File: src/rtl/de1_soc_p2b_pkg.sv
// Shared constants for the HPS master packets-to-bytes encoder: in-band marker
// bytes, the 3-bit FSM state encoding and the escape test used on channel and data.
package de1_soc_p2b_pkg;

    // In-band marker bytes and the XOR applied to an escaped byte
    localparam logic [7:0] P2B_SOP  = 8'h7A;
    localparam logic [7:0] P2B_EOP  = 8'h7B;
    localparam logic [7:0] P2B_CHAN = 8'h7C;
    localparam logic [7:0] P2B_ESC  = 8'h7D;
    localparam logic [7:0] P2B_XOR  = 8'h20;

    // Encoder FSM states, in the order the bytes of one beat leave the block
    localparam logic [2:0] ST_IDLE     = 3'd0;
    localparam logic [2:0] ST_CH_MARK  = 3'd1;
    localparam logic [2:0] ST_CH_ESC   = 3'd2;
    localparam logic [2:0] ST_CH_BYTE  = 3'd3;
    localparam logic [2:0] ST_SOP_MARK = 3'd4;
    localparam logic [2:0] ST_EOP_MARK = 3'd5;
    localparam logic [2:0] ST_D_ESC    = 3'd6;
    localparam logic [2:0] ST_D_BYTE   = 3'd7;

    // A payload byte collides with the marker set exactly when it lies in 0x7A..0x7D
    function automatic logic p2b_needs_esc(input logic [7:0] b);
        return (b >= P2B_SOP) && (b <= P2B_ESC);
    endfunction

endpackage

File: src/rtl/de1_soc_p2b_escape.sv
// Combinational escape helper: flags a byte that collides with a marker and
// provides the substitute byte that follows the ESC marker on the wire.
module de1_soc_p2b_escape
    import de1_soc_p2b_pkg::*;
(
    input  logic [7:0] byte_i,
    output logic       needs_esc_o,
    output logic [7:0] escaped_o
);

    assign needs_esc_o = p2b_needs_esc(byte_i);
    assign escaped_o   = byte_i ^ P2B_XOR;

endmodule

File: src/rtl/de1_soc_alternative_hps_master_p2b_encoder.sv
// Avalon-ST packets-to-bytes encoder. Each accepted beat is held in registers
// and walked out as [CHAN ch] [SOP] [EOP] data, with ch and data escaped when
// they collide with a marker. The last data byte can overlap the next accept so
// plain payload streams at one byte per cycle.
module de1_soc_alternative_hps_master_p2b_encoder
    import de1_soc_p2b_pkg::*;
#(
    parameter int ENCODE_CHANNEL = 1,
    parameter int CHANNEL_W      = 8
) (
    input  logic                 clk,
    input  logic                 reset_n,
    output logic                 in_ready,
    input  logic                 in_valid,
    input  logic [7:0]           in_data,
    input  logic [CHANNEL_W-1:0] in_channel,
    input  logic                 in_startofpacket,
    input  logic                 in_endofpacket,
    input  logic                 out_ready,
    output logic                 out_valid,
    output logic [7:0]           out_data
);

    logic [2:0] state_q, state_d;
    logic [7:0] data_q, data_d;
    logic [7:0] chan_q, chan_d;
    logic       sop_q, sop_d;
    logic       eop_q, eop_d;
    logic       ready_q;

    logic       accept;
    logic [7:0] chanExt;
    logic [2:0] firstState;
    logic [2:0] dataState;
    logic       chanNeedsEsc;
    logic [7:0] chanEscaped;
    logic       dataNeedsEsc;
    logic [7:0] dataEscaped;

    de1_soc_p2b_escape u_chan_esc (
        .byte_i      (chan_q),
        .needs_esc_o (chanNeedsEsc),
        .escaped_o   (chanEscaped)
    );

    de1_soc_p2b_escape u_data_esc (
        .byte_i      (data_q),
        .needs_esc_o (dataNeedsEsc),
        .escaped_o   (dataEscaped)
    );

    assign chanExt   = 8'(in_channel);
    assign out_valid = (state_q != ST_IDLE);
    assign in_ready  = ready_q && ((state_q == ST_IDLE) || ((state_q == ST_D_BYTE) && out_ready));
    assign accept    = in_valid && in_ready;
    assign dataState = dataNeedsEsc ? ST_D_ESC : ST_D_BYTE;

    // Pick the first state a freshly offered beat needs, skipping everything it does not use
    always_comb begin
        firstState = ST_D_BYTE;
        if (in_startofpacket && (ENCODE_CHANNEL != 0)) begin
            firstState = ST_CH_MARK;
        end else if (in_startofpacket) begin
            firstState = ST_SOP_MARK;
        end else if (in_endofpacket) begin
            firstState = ST_EOP_MARK;
        end else if (p2b_needs_esc(in_data)) begin
            firstState = ST_D_ESC;
        end
    end

    // Step through the byte sequence of the held beat; every move waits for the downstream handshake
    always_comb begin
        state_d = state_q;
        case (state_q)
            ST_IDLE: begin
                if (accept) state_d = firstState;
            end
            ST_CH_MARK: begin
                if (out_ready) state_d = chanNeedsEsc ? ST_CH_ESC : ST_CH_BYTE;
            end
            ST_CH_ESC: begin
                if (out_ready) state_d = ST_CH_BYTE;
            end
            ST_CH_BYTE: begin
                if (out_ready) state_d = ST_SOP_MARK;
            end
            ST_SOP_MARK: begin
                if (out_ready) state_d = eop_q ? ST_EOP_MARK : dataState;
            end
            ST_EOP_MARK: begin
                if (out_ready) state_d = dataState;
            end
            ST_D_ESC: begin
                if (out_ready) state_d = ST_D_BYTE;
            end
            ST_D_BYTE: begin
                if (out_ready) state_d = accept ? firstState : ST_IDLE;
            end
            default: state_d = ST_IDLE;
        endcase
    end

    // Capture the beat on accept; the channel is only meaningful on the first beat of a packet
    always_comb begin
        data_d = data_q;
        chan_d = chan_q;
        sop_d  = sop_q;
        eop_d  = eop_q;
        if (accept) begin
            data_d = in_data;
            sop_d  = in_startofpacket;
            eop_d  = in_endofpacket;
            if (in_startofpacket) chan_d = chanExt;
        end
    end

    // Output byte depends only on the state and the held beat, so it cannot move while stalled
    always_comb begin
        out_data = 8'h00;
        case (state_q)
            ST_CH_MARK:  out_data = P2B_CHAN;
            ST_CH_ESC:   out_data = P2B_ESC;
            ST_CH_BYTE:  out_data = chanNeedsEsc ? chanEscaped : chan_q;
            ST_SOP_MARK: out_data = P2B_SOP;
            ST_EOP_MARK: out_data = P2B_EOP;
            ST_D_ESC:    out_data = P2B_ESC;
            ST_D_BYTE:   out_data = dataNeedsEsc ? dataEscaped : data_q;
            default:     out_data = 8'h00;
        endcase
    end

    // State and holding registers; ready_q releases acceptance one clock edge after reset lifts
    always_ff @(posedge clk or negedge reset_n) begin
        if (!reset_n) begin
            state_q <= ST_IDLE;
            data_q  <= 8'h00;
            chan_q  <= 8'h00;
            sop_q   <= 1'b0;
            eop_q   <= 1'b0;
            ready_q <= 1'b0;
        end else begin
            state_q <= state_d;
            data_q  <= data_d;
            chan_q  <= chan_d;
            sop_q   <= sop_d;
            eop_q   <= eop_d;
            ready_q <= 1'b1;
        end
    end

endmodule

File: config.mk
export PLATFORM = sky130hd
export DESIGN_NAME = de1_soc_alternative_hps_master_p2b_encoder
export DESIGN_NICKNAME = d
export VERILOG_FILES = /design/src/rtl/de1_soc_p2b_pkg.sv /design/src/rtl/de1_soc_p2b_escape.sv /design/src/rtl/de1_soc_alternative_hps_master_p2b_encoder.sv
export SDC_FILE = /design/constraint.sdc
export NUM_CORES = 1
export LEC_CHECK = 0
export CAP_MARGIN = 15
export CORE_MARGIN = 3
export CORE_UTILIZATION = 40
export CTS_BUF_LIST = sky130_fd_sc_hd__clkbuf_8
export CTS_CLUSTER_DIAMETER = 40
export DETAILED_ROUTE_END_ITERATION = 16
export GPL_ROUTABILITY_DRIVEN = 0
export PLACE_DENSITY = 0.68
export SYNTH_ARGS = -nofsm -noshare
export SYNTH_HDL_FRONTEND = slang
export SYNTH_SLANG_ARGS = --single-unit
File: constraint.sdc
create_clock -name clk -period 2.8 [get_ports clk]
set_clock_uncertainty 0.15 [all_clocks]
set_input_delay 0.56 -clock clk [delete_from_list [all_inputs] [get_ports clk]]
set_output_delay 0.56 -clock clk [all_outputs]
set_load 0.1 [all_outputs]
# Yosys cells after proc, flatten, opt, wreduce, memory -nomap -nowiden
# Index checks and enable logic that the tools add are counted.
[totals] register_bits=21 out_inout_bits=10
[op_classes] n_lt_le_gt_ge=6 eq_ne=15 mux=19 bitwise_logic=2 reduce_logical=12
[op_table] cell="$pmux 8 s6" n=1
[op_table] cell="$mux 3" n=10
[op_table] cell="$ge 8x7->1 const B" n=3
[op_table] cell="$le 8x7->1 const B" n=3
[op_table] cell="$pmux 3 s8" n=1
[op_table] cell="$ne 2x2->1 const B" n=8
[op_table] cell="$eq 3x3->1 const B" n=4
[op_table] cell="$mux 6" n=2
[op_table] cell="$reduce_and 8->1" n=1
[op_table] cell="$eq 3x2->1 const B" n=2
[op_table] cell="$logic_and 1x1->1" n=6
[op_table] cell="$mux 2" n=2
[op_table] cell="$eq 3x1->1 const B" n=1
[op_table] cell="$logic_not 3->1" n=1
[op_table] cell="$mux 1" n=3
[op_table] cell="$reduce_bool 3->1" n=1
[op_table] cell="$not 1->1" n=2
[op_table] cell="$reduce_and 2->1" n=1
[op_table] cell="$reduce_or 2->1" n=1
[op_table] cell="$logic_or 1x1->1" n=1

# Depth between registers and ports, before layout
# Gate-level depths: netlist (run 1).
[depth] ltp_word=8 ltp_mapped=7 depth_no_buf=5

# By module
# Synthesis (run 1) repeated with hierarchy kept, for this count alone.
[hier_totals] cells_unflattened=149 hier_area_um2=1441.4
[by_module_without_submodules] mod="de1_soc_alternative_hps_master_p2b_encoder" n_inst=1 cells_per_inst=125 area_each_um2=1271.2
[by_module_without_submodules] mod="de1_soc_p2b_escape" n_inst=2 cells_per_inst=12 area_each_um2=85.1

# Least setup slack after synthesis (run 1)
# No wires, ideal clock.
[synth_path] kind="reg2out" start="register state_q[2]" end="output in_ready" t_arrival_ns=3.211 t_required_ns=2.090 setup_slack_ns=-1.121 path_stages_with_launch=5 n_path_buf=1 path_cell_list="dfrtp_1 -> buf_6 -> nor3_4 -> inv_2 -> a21boi_0"
[synth_between] elab_chain_cells=4 elab_cells_between_ends=5 classes_between="eq/ne (1); reduce/logical (4)"
[synth_rtl] item="start, declared" line="de1_soc_alternative_hps_master_p2b_encoder.sv:24" rtl="logic [2:0] state_q, state_d;"
[synth_rtl] item="start signal, assigned" line="de1_soc_alternative_hps_master_p2b_encoder.sv:143" rtl="state_q <= state_d;"
[synth_rtl] item="$eq 3x3->1" line="de1_soc_alternative_hps_master_p2b_encoder.sv:54" rtl="assign in_ready = ready_q && ((state_q == ST_IDLE) || ((state_q == ST_D_BYTE) && out_ready));"
[synth_rtl] item="$logic_and 1x1->1" line="de1_soc_alternative_hps_master_p2b_encoder.sv:54"
[synth_rtl] item="$logic_or 1x1->1 *" line="de1_soc_alternative_hps_master_p2b_encoder.sv:54"
[synth_rtl] item="$logic_and 1x1->1 *" line="de1_soc_alternative_hps_master_p2b_encoder.sv:54"
[synth_rtl] item="end, declared" line="de1_soc_alternative_hps_master_p2b_encoder.sv:13" rtl="output logic in_ready,"
# Mark *: on every way between the ends. The rest lies on a longest branch, timed or not.

# Worst setup path in the final report (run 1)
# Ends and elaborated chain as after synthesis.

==> run metrics, run 1 <==
Final Max Slew Viols=0; first-pass GRT wire length=4574 um; Layout Nets=168; Worst R2R Start=state_q[2]$_DFFE_PN0P_; Vias/cell=5.398; top-count cell post-synth=dfrtp_1; final hold vios=0; Post-synth ARST share=100.0%; critical path's top delay family=flip-flops; syn nets=135; Worst Path Buf+Inv=1; Critical-path top delay cell=dfrtp_1; largest cells by area after synthesis=dfrtp_1 (44%), mux2_4 (10%), mux2_2 (8.5%), nor2_1 (4.7%), nand2_1 (2.8%); largest net degree at the start of global routing=22; IO Port Bufs=31; Post-Route WL=2717 um; cts bufs inserted=3; Cell Chain, Critical Path=nand4_1 -> a21boi_1 -> buf_12; Synth area leader=dfrtp_1; Seq/Total Area, Yosys=43.98%; Max-Slew Margin vs Limit=55.42%; gr usage total=16.98%; row cnt=19; Worst Path Class, Setup=reg2out; Initial Util=42.60%; CP Max Fanout=19; post-cts gate resize count=0; IO Count=32; CTS max path bufs=2; Placeable Area=0.002805 mm^2; synth cell count leaders=dfrtp_1 (21), nor2_1 (15), mux2_2 (9), nand2_1 (9), mux2_4 (8); EDFF count, synth=0; CTS sink cnt=21; Area Growth Syn to Fin=41.36%; Final min period=2.642 ns; Hold WC Path Type=reg2reg; hold wc startpoint=chan_q[0]$_DFFE_PN0P_; die area=0.003679 mm^2; vias after detailed routing=950; die width=60.66 um; total grt overflow=0; setup bufs post-CTS=0; startpoint types=flop; clock latency on the worst-skew pair=0.26 ns; CTS tree=yes; Final period util=94.36%; Cells after Synth=113; H-tree depth=1; antenna cells=0; critical path arrival=1.93 ns; initial DRC count=49; Yosys warning count=0; final core utilization=60.21%; unrepaired setup endpoints after global routing=no; endpoints failing setup=0; Max stage delay on crit path=0.77 ns; Crit. End Element=primary output; Avg Cell Area, Syn=10.57 um^2; DR DRC count=0; fraction of layout cells with a size suffix above 1=28.97%; Most used DFF post-synth=dfrtp_1; initial antenna violation count=0; Hold WS=0.3866 ns; clock slew at reported path FFs=0.07 ns; Max-Cap Viols=0; maximum clock rate=0.3785 GHz; worst path required time=2.09 ns; Worst Setup SP=state_q[2]$_DFFE_PN0P_; transition time of the tightest slew-check pin=0.6687 ns; post-synth top area share=43.98%; vias in the first global route=980; Mapped Area=0.001195 mm^2; status=complete, no violations; post-synthesis register bit count=21; die height=60.66 um; wire per inst=15.44 um; Detailed Routing Iterations Pass 1=4; Root Buffer=clkbuf_8; number of nets with antenna violations after routing=0; Distinct cells, synth=35; post-DP HPWL=2146 um; post-cts hold buffer count=0
metal layers:
layer  vias to the layer above  track usage [%]  wire length, um
li1                        464                -                -
met1                       455            21.07             1068
met2                        27            28.55             1403
met3                         4            5.319              221
met4                         0            4.644               23
met5                         -                0                0
cells by family after synthesis:
group	count (synthesis)	share of synthesized area [%]
compound gates	20	12.04
mux	18	19.37
xor+xnor	3	2.199
flops	21	43.98
buf+inv	8	3.665
simple gates	42	18.43
other cells	1	0.3138
path summary, 6_finish.rpt:
path                                           to  slack [ns]  depth (start not counted)
min reg2reg                 chan_q[0]$_DFFE_PN0P_        0.39                          1
min                         chan_q[0]$_DFFE_PN0P_        0.39                          1
min in group asynchronous  state_q[1]$_DFFE_PN0P_        0.48                          2
max                                      in_ready        0.16                          3
max in group asynchronous   data_q[0]$_DFFE_PN0N_        1.81                          2
max reg2reg                 data_q[7]$_DFFE_PN0N_        0.59                          4
cells in the final DEF (no fill, tap or decap), types with 2 or more instances in the layout:
master and instances:
buf_4 4, o22a_1 3, o21ai_0 5, nand2_1 9, nand4_1 3, mux2_2 9
nand3_1 5, clkbuf_8 3, nor4b_1 2, buf_12 9, xor2_1 2, a21oi_1 4
mux2_4 8, dfrtp_1 21, nor2_1 14, clkdlybuf4s50_1 21
through the flow:
step | worst slack (ns) | instance area (um^2) | TNS (ns) | std cells
2_1_floorplan | -0.3778 | 1220 | -0.4239 | 113
3_3_place_gp | 0.3151 | 1643 | 0 | 172
3_5_place_dp | 0.2825 | 1643 | 0 | 172
4_1_cts | 0.1396 | 1689 | 0 | 176
5_1_grt | 0.02483 | 1689 | 0 | 176
6_report | 0.1580 | 1689 | 0 | 176
layout make-up:
| cell class | instances | area (um^2) |
|---|---|---|
| fillers | 258 | 1116 |
| multi-input cells | 84 | 650.6 |
| flip-flops and latches | 21 | 525.5 |
| repair buffers | 34 | 420.4 |
| clock buffers | 3 | 41.29 |
| well taps | 31 | 38.79 |
| inverters | 2 | 7.507 |
| clock inverters | 1 | 5.005 |
sequential cells by signal, summed over array words and instances (netlist names):
signal,count
chan_q,8
data_q,8
eop_q,1
ready_q,1
state_q,3
Power of run 1 is not shown: default switching activity piles up to over one toggle a cycle in this logic, so the estimate is an artifact.
==> run 2: changes to the inputs <==
Settings changed: PLACE_DENSITY 0.68 to 0.78.
==> run 2 against run 1 <==
Sequential cell count unchanged. Via count up 1.8%. Core utilization grew 0.22 points. Die area unchanged. Fmax increased by 3.0%. Count of clock-buffer cells in the layout stayed put. Non-clock buffer count is 1 higher. Global-route usage shrank 0.34 points.
==> run metrics, run 2 (synthesis gave the netlist of run 1 again) <==
biggest regs=chan_q: 8 flops, data_q: 8 flops, state_q: 3 flops; initial antenna violation count=0 (unchanged); CTS tree=yes; Post-Route WL=2659 um (-2.1%); Final period util=91.59% (-2.8 points); post-cts gate resize count=0 (unchanged); clock latency on the worst-skew pair=0.26 ns (about the same); Hold WC Path Type=reg2reg; first-pass GRT wire length=4602 um (+0.61%); Max stage delay on crit path=0.54 ns (-0.23 ns); total grt overflow=0 (unchanged); Layout Nets=169 (+0.60%); vias in the first global route=982 (+0.20%); Final min period=2.565 ns (-0.07745 ns); Cell Chain, Critical Path=nor2_1 -> nor2_1 -> o22a_1 -> buf_12; status=complete, no violations; Crit. End Element=primary output; Critical-path top delay cell=dfrtp_1; Root Buffer=clkbuf_8; number of nets with antenna violations after routing=0 (unchanged); Area Growth Syn to Fin=41.89%; endpoints failing setup=0 (unchanged); final core utilization=60.44% (+0.22 points); DR DRC count=0 (unchanged); transition time of the tightest slew-check pin=0.5353 ns (-0.1333 ns); CTS max path bufs=2 (unchanged); worst path required time=2.09 ns (about the same); Hold WS=0.3669 ns (-0.01964 ns); most frequent cells in the layout=dfrtp_1 (21), clkdlybuf4s50_1 (21), nor2_1 (14); cts bufs inserted=3 (unchanged); dpl cells=173 (+0.58%); Worst Path Class, Setup=reg2out; maximum clock rate=0.3899 GHz (+3.0%); most frequent CP cell=nor2_1; fraction of layout cells with a size suffix above 1=28.77% (-0.20 points); IO Count=32 (unchanged); H-tree depth=1 (unchanged); Final Max Slew Viols=0 (unchanged); Vias/cell=5.463 (+1.2%); post-cts hold buffer count=0 (unchanged); post-DP HPWL=2065 um (-3.7%); die area=0.003679 mm^2 (unchanged); largest net degree at the start of global routing=22 (unchanged); antenna cells=0 (unchanged); unrepaired setup endpoints after global routing=no; gr usage total=16.64% (-0.34 points); placed instance area=0.001650 mm^2 (+0.46%); fin area=0.001695 mm^2 (+0.37%); CTS sink cnt=21 (unchanged); Layout Cells excl Fill=177 (+0.57%); vias after detailed routing=967 (+1.8%); Initial Util=42.60% (unchanged); Detailed Routing Iterations Pass 1=4 (unchanged); die height=60.66 um (unchanged); wire per inst=15.02 um (-2.7%); Placeable Area=0.002805 mm^2 (unchanged); CP Max Fanout=14 (-5); critical path arrival=1.85 ns (-0.08 ns); Max-Slew Margin vs Limit=64.18% (+8.8 points); row cnt=19 (unchanged); Max-Cap Viols=0 (unchanged); final hold vios=0 (unchanged); IO Port Bufs=31 (unchanged); die width=60.66 um (unchanged); setup bufs post-CTS=0 (unchanged); clock slew at reported path FFs=0.08 ns (about the same); # fillers=241 (-6.6%); initial DRC count=31 (-37%); Worst Path Buf+Inv=1 (unchanged); critical path's top delay family=simple AND/OR/NAND/NOR gates; startpoint types=flop
## run 2: cell types whose count changed in the layout (fill, tap and decap cells not counted)
| cell | change |
|---|---|
| buf_4 | +1 |
| clkinv_2 | -1 |
| inv_1 | +1 |
## run 2: routing by layer
metal	up-vias	track usage [%]	wire, um	part of all wire (%)
li1	465	-	-	-
met3	4	5.745	157	5.9
met4	0	1.858	23	0.86
met5	-	0	0	0
met2	29	27.63	1326	50
met1	469	21.79	1152	43
## run 2: layout make-up
class                      count  area [um^2]  area share (%)
clock buffer                   3        41.29           2.435
clock inverter                 1        3.754          0.2214
inverter                       2        7.507          0.4428
multi-input combinational     84        650.6           38.38
sequential                    21        525.5           31.00
tap                           31        38.79           2.288
timing repair buffer          35        427.9           25.24
## run 2: worst paths after layout
| path | slack [ns] | endpoint | depth (start not counted) | start |
|---|---|---|---|---|
| setup reg to reg | 0.79 | data_q[3]$_DFFE_PN0N_ | 5 | state_q[1]$_DFFE_PN0P_ |
| setup / recovery | 0.24 | out_data[4] | 4 | state_q[1]$_DFFE_PN0P_ |
| max in group asynchronous | 1.80 | ready_q$_DFF_PN0_ | 2 | reset_n |
| hold / removal | 0.37 | data_q[0]$_DFFE_PN0N_ | 1 | data_q[0]$_DFFE_PN0N_ |
| min in group asynchronous | 0.49 | chan_q[7]$_DFFE_PN0P_ | 2 | reset_n |
| hold reg to reg | 0.37 | data_q[0]$_DFFE_PN0N_ | 1 | data_q[0]$_DFFE_PN0N_ |
## run 2: per-stage QoR
| stage | setup TNS, ns | setup slack, ns |
|---|---|---|
| floorplan | -0.4239 | -0.3778 |
| global placement | 0 | 0.2897 |
| detailed placement | 0 | 0.3090 |
| CTS | 0 | 0.2393 |
| global route | 0 | 0.1323 |
| finish | 0 | 0.2354 |
Power of run 2 is left out for the same reason.
==> run 3: changes to the inputs <==
Settings changed: TNS_END_PERCENT from default to 5.
==> run 3 against run 2 <==
Sequential share of layout area up 1.2 points. Non-clock buffer count fell by 2. Count of clock-buffer cells in the layout is the same. Global-route usage increased by 0.16 points. Sequential cell count stayed put. Critical path depth decreased by 1. Hold slack improved by 0.0085 ns. Core utilization down 2.2 points. Register-to-register slack got worse by 0.35 ns.
==> run metrics, run 3 (synthesis gave the netlist of run 1 again) <==
CP Max Fanout=19 (+5); maximum clock rate=0.3801 GHz (-2.5%); Max stage delay on crit path=0.78 ns (+0.24 ns); Critical-path top delay cell=dfrtp_1; setup bufs post-CTS=0 (unchanged); total grt overflow=0 (unchanged); Final Max Slew Viols=0 (unchanged); IO Count=32 (unchanged); CTS tree=yes; transition time of the tightest slew-check pin=0.6709 ns (+0.1356 ns); most frequent cells in the layout=dfrtp_1 (21), clkdlybuf4s50_1 (21), nor2_1 (15); Detail Route met3 WL=127 um (-19%); worst r2r path cells=4 (-1); initial DRC count=37 (+19%); Layout Cells excl Fill=175 (-1.1%); Final min period=2.631 ns (+0.06629 ns); H-tree depth=1 (unchanged); Max-Slew Margin vs Limit=55.27% (-8.9 points); post-cts hold buffer count=0 (unchanged); Cell Chain, Critical Path=nand4_1 -> a21boi_1 -> buf_12; final hold vios=0 (unchanged); # fillers=241 (unchanged); die width=60.66 um (unchanged); post-cts gate resize count=0 (unchanged); vias after detailed routing=957 (-1.0%); critical path arrival=1.92 ns (+0.07 ns); startpoint types=flop; final core utilization=58.21% (-2.2 points); row cnt=19 (unchanged); unrepaired setup endpoints after global routing=no; DR DRC count=0 (unchanged); Worst R2R Start=state_q[2]$_DFFE_PN0P_; Worst Path Buf+Inv=1 (unchanged); DR WL met2=1388 um (+4.7%); Area Growth Syn to Fin=36.65%; die area=0.003679 mm^2 (unchanged); Worst Hold Depth=1 (unchanged); hold endpoint=chan_q[0]$_DFFE_PN0P_; biggest regs=chan_q: 8 flops, data_q: 8 flops, state_q: 3 flops; critical path's top delay family=flip-flops; gr usage total=16.80% (+0.16 points); CTS max path bufs=2 (unchanged); met1 WL=1279 um (+11%); hold wc startpoint=chan_q[0]$_DFFE_PN0P_; status=complete, no violations; Vias/cell=5.469 (about the same); post-DP HPWL=2101 um (+1.7%); Initial Util=42.60% (unchanged); die height=60.66 um (unchanged); R2R Path End=chan_q[3]$_DFFE_PN0P_; fraction of layout cells with a size suffix above 1=27.08% (-1.7 points); first-pass GRT wire length=4698 um (+2.1%); Layout Nets=167 (-1.2%); vias in the first global route=1,006 (+2.4%); number of nets with antenna violations after routing=0 (unchanged); Max-Cap Viols=0 (unchanged); initial antenna violation count=0 (unchanged); Detailed Routing Iterations Pass 1=4 (unchanged); endpoints failing setup=0 (unchanged); Final period util=93.96% (+2.4 points); Placeable Area=0.002805 mm^2 (unchanged); Max Used Layer=met3; clock slew at reported path FFs=0.07 ns (about the same); Worst Path Class, Setup=reg2out; antenna cells=0 (unchanged); Post-Route WL=2795 um (+5.1%); wire per inst=15.97 um (+6.3%); cts bufs inserted=3 (unchanged); Crit. End Element=primary output; IO Port Bufs=31 (unchanged); clock latency on the worst-skew pair=0.25 ns (about the same); setup slack, reg-to-reg=0.44 ns (-0.35 ns); largest net degree at the start of global routing=22 (unchanged); worst path required time=2.09 ns (about the same); dpl cells=171 (-1.2%); Hold WC Path Type=reg2reg; Root Buffer=clkbuf_8; CTS sink cnt=21 (unchanged)
==> run 3: area by class of cell <==
type / count / area, um^2 / area share (%)
clock inverters: 1 / 3.754 / 0.2299
repair buffers: 33 / 375.4 / 22.99
multi-input cells: 84 / 640.6 / 39.23
clock buffers: 3 / 41.29 / 2.529
flip-flops and latches: 21 / 525.5 / 32.18
inverters: 2 / 7.507 / 0.4598
well taps: 31 / 38.79 / 2.375
==> run 3: stage by stage <==
stage / TNS (ns) / setup WS, ns / hold slack [ns] / instance area (um^2)
floorplan: -0.5327 / -0.3778 / 0.1144 / 1210
global placement: 0 / 0.3334 / 0.3455 / 1588
detailed placement: 0 / 0.2863 / 0.3519 / 1588
CTS: 0 / 0.1779 / 0.3794 / 1633
global route: 0 / 0.03480 / 0.4052 / 1633
finish: 0 / 0.1691 / 0.3754 / 1633
==> run 3: metal layers <==
metal	vias to the layer above	GRT usage, %
li1	469	-
met1	458	23.20
met2	30	27.94
met3	0	3.191
met4	0	2.786
met5	-	0
==> run 3: worst max-delay path by stage <==
| stage | start | to | slack [ns] | cells after the start |
|---|---|---|---|---|
| 6_report | state_q[2]$_DFFE_PN0P_ | in_ready | 0.17 | 3 |
| 5_1_grt | state_q[2]$_DFFE_PN0P_ | in_ready | 0.03 | 3 |
| 4_1_cts | state_q[2]$_DFFE_PN0P_ | in_ready | 0.18 | 3 |
| 3_5_place_dp | out_ready | in_ready | 0.29 | 4 |
| 3_3_place_gp | out_ready | in_ready | 0.33 | 4 |
| 2_1_floorplan | state_q[2]$_DFFE_PN0P_ | in_ready | -0.38 | 4 |
Power of run 3 is left out for the same reason.
